**src/rtl/bus_arbiter.sv**
```systemverilog
// rtl/bus_arbiter.sv - arbitrates the external memory bus between the fetch and data ports.
// Round-robin on ties, a watchdog on every bus cycle, and a combinational stall vector.
module bus_arbiter #(
  parameter int MAX_WAIT = 255
) (
  input  logic        clk,
  input  logic        rst,
  input  logic        if_req_i,
  input  logic [31:0] if_addr_i,
  output logic [31:0] if_rdata_o,
  output logic        if_ack_o,
  input  logic        mem_req_i,
  input  logic        mem_we_i,
  input  logic [3:0]  mem_sel_i,
  input  logic [31:0] mem_addr_i,
  input  logic [31:0] mem_wdata_i,
  output logic [31:0] mem_rdata_o,
  output logic        mem_ack_o,
  output logic        bus_req_o,
  output logic        bus_we_o,
  output logic [3:0]  bus_sel_o,
  output logic [31:0] bus_addr_o,
  output logic [31:0] bus_wdata_o,
  input  logic [31:0] bus_rdata_i,
  input  logic        bus_ack_i,
  output logic        bus_err_o,
  output logic [5:0]  stall_o
);

  localparam logic [1:0] IDLE = 2'd0;
  localparam logic [1:0] XFER = 2'd1;
  localparam logic [1:0] ACK  = 2'd2;

  localparam logic OWN_IF  = 1'b0;
  localparam logic OWN_MEM = 1'b1;

  localparam logic [7:0] WAIT_LAST = 8'(MAX_WAIT - 1);

  logic [1:0] state;
  logic       owner;
  logic       last_grant;
  logic [7:0] wait_cnt;
  logic       grant_if;
  logic       grant_mem;

  // On a tie, the port that did not win last time gets the bus.
  always_comb begin
    grant_if  = 1'b0;
    grant_mem = 1'b0;
    if (if_req_i && mem_req_i) begin
      if (last_grant == OWN_MEM) grant_if = 1'b1;
      else                       grant_mem = 1'b1;
    end else if (if_req_i) begin
      grant_if = 1'b1;
    end else if (mem_req_i) begin
      grant_mem = 1'b1;
    end
  end

  always_comb begin
    stall_o = 6'b000000;
    if (mem_req_i && !mem_ack_o)     stall_o = 6'b011111;
    else if (if_req_i && !if_ack_o)  stall_o = 6'b000011;
  end

  always_ff @(posedge clk) begin
    if (rst) begin
      state       <= IDLE;
      owner       <= OWN_IF;
      last_grant  <= OWN_MEM;
      wait_cnt    <= 8'd0;
      if_rdata_o  <= 32'd0;
      if_ack_o    <= 1'b0;
      mem_rdata_o <= 32'd0;
      mem_ack_o   <= 1'b0;
      bus_req_o   <= 1'b0;
      bus_we_o    <= 1'b0;
      bus_sel_o   <= 4'd0;
      bus_addr_o  <= 32'd0;
      bus_wdata_o <= 32'd0;
      bus_err_o   <= 1'b0;
    end else begin
      if_ack_o  <= 1'b0;
      mem_ack_o <= 1'b0;
      bus_err_o <= 1'b0;
      case (state)
        IDLE: begin
          if (grant_if) begin
            bus_req_o   <= 1'b1;
            bus_we_o    <= 1'b0;
            bus_sel_o   <= 4'b1111;
            bus_addr_o  <= if_addr_i;
            bus_wdata_o <= 32'd0;
            owner       <= OWN_IF;
            last_grant  <= OWN_IF;
            wait_cnt    <= 8'd0;
            state       <= XFER;
          end else if (grant_mem) begin
            bus_req_o   <= 1'b1;
            bus_we_o    <= mem_we_i;
            bus_sel_o   <= mem_sel_i;
            bus_addr_o  <= mem_addr_i;
            bus_wdata_o <= mem_wdata_i;
            owner       <= OWN_MEM;
            last_grant  <= OWN_MEM;
            wait_cnt    <= 8'd0;
            state       <= XFER;
          end
        end
        XFER: begin
          if (bus_ack_i) begin
            bus_req_o <= 1'b0;
            if (owner == OWN_IF) begin
              if_rdata_o <= bus_rdata_i;
              if_ack_o   <= 1'b1;
            end else begin
              mem_rdata_o <= bus_we_o ? 32'd0 : bus_rdata_i;
              mem_ack_o   <= 1'b1;
            end
            state <= ACK;
          end else if (wait_cnt == WAIT_LAST) begin
            // Watchdog abort: the requester still gets its ack, with zero data.
            bus_req_o <= 1'b0;
            bus_err_o <= 1'b1;
            if (owner == OWN_IF) begin
              if_rdata_o <= 32'd0;
              if_ack_o   <= 1'b1;
            end else begin
              mem_rdata_o <= 32'd0;
              mem_ack_o   <= 1'b1;
            end
            state <= ACK;
          end else begin
            wait_cnt <= wait_cnt + 8'd1;
          end
        end
        ACK: begin
          state <= IDLE;
        end
        default: begin
          state <= IDLE;
        end
      endcase
    end
  end

endmodule

```
**config.mk**
```make
export PLATFORM = sky130hd
export DESIGN_NAME = bus_arbiter
export DESIGN_NICKNAME = d
export VERILOG_FILES = /design/src/rtl/bus_arbiter.sv
export SDC_FILE = /design/constraint.sdc
export NUM_CORES = 1
export LEC_CHECK = 0
export BUFFER_PORTS_ARGS = -buffer_cell sky130_fd_sc_hd__buf_2
export CORE_MARGIN = 10
export CORE_UTILIZATION = 45
export DETAILED_ROUTE_END_ITERATION = 16
export PLACE_DENSITY = 0.78
export SYNTH_ARGS = -nofsm -noshare
export SYNTH_HDL_FRONTEND = slang
export SYNTH_SLANG_ARGS = --single-unit
```
**constraint.sdc**
```tcl
create_clock -name clk -period 2.15 [get_ports clk]
set_clock_uncertainty 0.2 [all_clocks]
set_input_delay 0.215 -clock clk [delete_from_list [all_inputs] [get_ports clk]]
set_output_delay 0.215 -clock clk [all_outputs]
set_load 0.005 [all_outputs]
```
Word-level counts from Yosys, hierarchy flattened. Cells that the tools add are included.

Register bits after elaboration: 149. Output and inout port bits: 143. Logic and storage cells: 89.

$add $sub $neg: 1. Eq/ne operators: 6. Mux-type cells: 49. Bitwise logic cells: 2. Reduce and logical (&&, ||, !) cells: 17.

Operators by type and width (count): $mux 32 (13); $mux 8 (4); $mux 1 (21); $pmux 8 s2 (1); $mux 2 (5); $reduce_and 3->1 (3); $add 8x1->8 const B (1); $eq 8x8->1 const B (1); $mux 4 (2); $ne 3x3->1 const B (2); $reduce_bool 2->1 (3); $mux 5 (1); $ne 2x2->1 const B (2); $pmux 2 s2 (1); $reduce_and 2->1 (2); $reduce_and 4->1 (1); $logic_and 1x1->1 (3); $reduce_or 3->1 (1); $eq 2x1->1 const B (1); $logic_not 1->1 (2); $logic_not 2->1 (1); $not 1->1 (2); $pmux 1 s2 (1); $reduce_or 2->1 (1).

Longest topological paths before layout.
Word-level depth: 6. Depth in mapped cells: 7. Depth with buffers taken out: 6.

Worst setup path after synthesis. No wires, ideal clock.

Path type: reg2reg. Start point: register wait_cnt[0]. End point: register mem_rdata_o[10]. Arrival time: 1.610 ns. Required time: 1.890 ns. Slack: 0.281 ns. Cell stages (with the launch flop): 8. Buffers on the path: 1. Period minus slack after synthesis: 1.869 ns. Cells stage by stage: dfxtp_1 inv_1 ha_1 nand4_1 o21ai_0 a31oi_1 clkbuf_1 a22o_1.

Word-level cells in the longest chain between the ends: 3.

Ends and longest elaborated chain: from (decl) (RTL line 42) `logic [7:0] wait_cnt;`; from (signal assigned) (RTL line 134) `wait_cnt <= wait_cnt + 8'd1;`; $eq 8x8->1 (RTL line 121) `end else if (wait_cnt == WAIT_LAST) begin`; $reduce_bool 2->1 (no line); $reduce_and 3->1 (no line); to (signal assigned) (RTL line 117) `mem_rdata_o <= bus_we_o ? 32'd0 : bus_rdata_i;`; to (decl) (RTL line 17) `output logic [31:0] mem_rdata_o,`.

No other way between the ends. A chain may end at the register's enable or synchronous reset.

Worst setup path after layout.
Start point: register last_grant. End point: register bus_addr_o[22].

Word-level cells in the longest chain between the ends: 4.

Ends and longest elaborated chain: from (decl) (RTL line 41) `logic last_grant;`; from (signal assigned) (RTL line 70) `last_grant <= OWN_MEM;`; from (signal assigned) (RTL line 95) `last_grant <= OWN_IF;`; from (signal assigned) (RTL line 105) `last_grant <= OWN_MEM;`; $mux 1 (RTL line 51) `if (last_grant == OWN_MEM) grant_if = 1'b1;`; $mux 1 (RTL line 50) `if (if_req_i && mem_req_i) begin`; $reduce_bool 2->1 (no line); $reduce_and 2->1 (no line); to (signal assigned) (RTL line 92) `bus_addr_o <= if_addr_i;`; to (signal assigned) (RTL line 102) `bus_addr_o <= mem_addr_i;`; to (decl) (RTL line 22) `output logic [31:0] bus_addr_o,`.

Parallel ways exist; a longest one is shown, timed or not.

==> reports/qor.yml <==
min_path:
  min_from: "mem_addr_i[21]"
  hold_depth: 3
  hold_end: "bus_addr_o[21]$_SDFFE_PP0P_"
  hp-class: "in -> reg"
pwr:
  power_frac_seq_pct: 41.2
  power_per_cell_area_mw_per_mm2: 821
  total_leakage_power_nw: 4.29
  power_frac_comb_pct: 15.2
  switching_share_pct: 24.2
  vdd.ir_drop.worst_mv: 0.484
  intPower_mw: 5.57
  switching_power_mw: 1.78
  p_clk_share_pct: 43.6
synthesis:
  synth-simple-area-share_pct: 9.87
  synthArstFlopShare_pct: 0
  yosys_warnings: 0
  syn_area_mm2: 0.00539
  synth-adder-area-share_pct: 0.465
  synth-compound-area-share_pct: 24.0
  ys_seq_area_share_pct: 55.4
  synth_edf_count: 0
  muxShareOfSynthArea_pct: 5.95
  synth_flop_cell: "dfxtp_1"
  synth_top_family_by_area: "compound AO/OA/AOI/OAI gates"
  synthCells: 504
  syn_avg_cell_area_um2: 10.7
  synthXorXnorAreaFrac_pct: 0
  ys_ff_latch: 149
  synth_cell_type_count: 46
  synth_nets: 644
worst_setup_path:
  worstPathArrival_ps: 2160
  r2r_slack_ps: 110
  cp-start-kind: "register"
  worstSetupPathType: "reg -> reg"
  reg2reg_to: "bus_addr_o[22]$_SDFFE_PP0P_"
  rr_worst_depth: 4
  cp_max_fo: 8
  crit_chain: "o21ai_4 > mux2i_1 > dlygate4sd3_1 > a211oi_1"
  critPathRequiredTime_ps: 2270
  cpMaxStageDelayCell: "dlygate4sd3_1"
  cpPeakStageDelay_ps: 580
  r2r-start: "last_grant$_SDFFE_PP1P_"
  worstSetupEndpointType: "register"
floorplanning:
  die_area_mm2: 0.0167
  die_w_um: 129
  num_io_pins: 281
  rows: 39
  core-area_mm2: 0.0116
  die_h_um: 129
  start_util_pct: 46.6
global_routing:
  grt_remaining_overflow: 0
  grt_start_max_net_pins: 66
  grt_pass1_vias: 6321
  grt_pass1_wl_um: 35400
  antenna_found_initial: 5
  track_usage_pct: 27.1
timing:
  maxSlewViolCount: 0
  rsz0062_at_grt: "no"
  period_share_pct: 95.1
  hold_violations: 0
  final.setup.worst_slack_ps: 105
  setup_viol: 0
  fin_setup_tns_ps: 0
  post-route-min-period_ps: 2040
  max_slew_margin_pct: 63.9
  tightestPinTransition_ps: 541
  fmax_mhz: 489
clock_network:
  clock_latency_ps: 410
  htree_levels: 4
  cts.path.max_buffers: 2
  clkSinkCount: 149
  cts-buffers-inserted: 17
  clk_pin_slew_worst_paths_ps: 60
  tritoncts: "yes"
  clk_root_buffer_cell: "clkbuf_16"
route:
  viasPerCell: 5.68
  drtIter0Drc: 493
  wl_per_cell_um: 22.0
  vias: 6076
  wirelength_um: 23500
  drc_errors: 0
  postRouteAntennaNets: 0
  drtPass1Iterations: 5
finish:
  area_growth_pct: 66.1
  final_nets: 1048
  finalNonFillerCells: 1069
  nFillCells: 649
  drive_gt1_share_pct: 36.6
place:
  dpl.hpwl_um: 13400
  port_buffers: 279
  dp_slack_ps: 164
  dp_cells: 897
  gp_congestion: 0.831
job:
  maxCapViolations: 0
run_status:
  status: "finished clean"
## power groups by stage
stage | Clock (mW) | Combinational, mW | Sequential [mW]
floorplan | 0 | 0.407 | 3.08
global placement | 0 | 0.830 | 3.06
detailed placement | 0 | 0.856 | 3.07
CTS | 3.20 | 1.05 | 3.01
global route | 3.33 | 1.20 | 3.04
finish | 3.20 | 1.12 | 3.03
## cells by family after synthesis
| family | Yosys count |
|---|---|
| AOI/OAI and AO/OA | 158 |
| adders and majority gates | 2 |
| buffers and inverters | 46 |
| DFF | 149 |
| muxes | 32 |
| other | 1 |
| and+or+nand+nor | 116 |
## Yosys cell counts (all sizes together), types with 2 or more instances
library cell	count	share of area, %
inv	5	0.35
nor2b	5	0.58
a31oi	2	0.23
nor3b	3	0.84
nand2	3	0.26
nor2	83	5.8
a21oi	5	0.46
buf	21	2.5
clkbuf	20	1.4
nand4	2	0.23
dfxtp	149	55
a22o	64	10
a21bo	3	0.56
nand3	5	0.46
o21ai	5	0.53
ha	2	0.46
a211o	2	0.33
a22oi	33	4.6
nor3	8	0.74
and3	2	0.23
mux2i	32	5.9
a211oi	34	5.1
o22a	4	0.65
## per-layer routing
metal | global-route usage [%] | up-vias | wire length, µm
met1 | 27.5 | 2822 | 8050
li1 | - | 2675 | -
met2 | 45.0 | 474 | 11100
met3 | 12.3 | 105 | 3100
met5 | 0 | - | 0
met4 | 16.7 | 0 | 1250
## worst max-delay path by stage
stage	start	end	slack, ps	depth (start not counted)
final	last_grant$_SDFFE_PP1P_	bus_addr_o[22]$_SDFFE_PP0P_	110	4
after global routing	last_grant$_SDFFE_PP1P_	bus_addr_o[22]$_SDFFE_PP0P_	20	4
after CTS	wait_cnt[1]$_SDFFE_PP0P_	mem_rdata_o[24]$_SDFFE_PP0P_	140	6
after detailed placement	wait_cnt[1]$_SDFFE_PP0P_	mem_rdata_o[15]$_SDFFE_PP0P_	160	6
after global placement	wait_cnt[1]$_SDFFE_PP0P_	mem_rdata_o[26]$_SDFFE_PP0P_	270	6
after floorplan	wait_cnt[0]$_SDFFE_PP0P_	mem_rdata_o[10]$_SDFFE_PP0P_	280	7
## state kept, by name (all words and copies together), names as in the netlist
register     cells
wait_cnt         8
bus_wdata_o     32
owner            1
bus_addr_o      32
state            2
if_rdata_o      32
mem_ack_o        1
last_grant       1
bus_sel_o        4
mem_rdata_o     32
bus_req_o        1
bus_we_o         1
bus_err_o        1
if_ack_o         1
## stage by stage
step                instance area, µm²  total power, mW  hold WS (ps)  util [%]
floorplan                         5390             3.48          94.3         -
global placement                  6940             3.90           245      60.0
detailed placement                6940             3.93           251      60.0
CTS                               8910             7.27         0.235      77.1
global route                      8940             7.57          31.1      77.3
finish                            8950             7.35          3.83      77.4
## area by class of cell
type | count | area, µm² | share of cell area, %
clock buffer | 22 | 494 | 5.52
sequential | 149 | 2980 | 33.3
timing repair buffer | 426 | 2910 | 32.6
antenna | 6 | 15.0 | 0.168
inverter | 5 | 18.8 | 0.210
clock inverter | 9 | 148 | 1.65
tap | 143 | 179 | 2.00
multi-input combinational | 309 | 2200 | 24.6
## timing repair
| item | CTS | global route |
|---|---|---|
| resized for setup | 0 | 1 |
| hold buffers | 133 | 2 |
| hold endpoints to repair | 136 | 1 |
| endpoints found under the setup margin | 0 | 8 |
| setup buffers | 0 | 0 |
## placed cells by master, fill, tap and decap left out, types with 2 or more instances in the layout
cell type,instances
dlygate4sd3_1,135
dfxtp_1,149
a22oi_1,33
and3_1,2
a21bo_2,3
buf_12,6
inv_1,4
nand2_1,2
nor2_1,82
o21ai_0,2
nand4_1,2
a21oi_1,4
mux2i_1,32
clkinv_2,4
nor2b_1,5
buf_4,6
nor3b_4,2
nand3_1,5
ha_1,2
a211o_1,2
a22o_1,64
bufinv_16,4
o22a_1,4
clkbuf_8,5
diode_2,6
buf_2,279
nor3_1,8
a211oi_1,32
clkbuf_16,17
## worst max-delay path: cells and delay by family, from the launching register on
family | cells | cell delay [ps]
multiplexers | 1 | 170
buffers and inverters | 1 | 580
flip-flops | 1 | 370
AO/OA/AOI/OAI | 2 | 640
No activity file was read; power rests on OpenSTA's default activity.
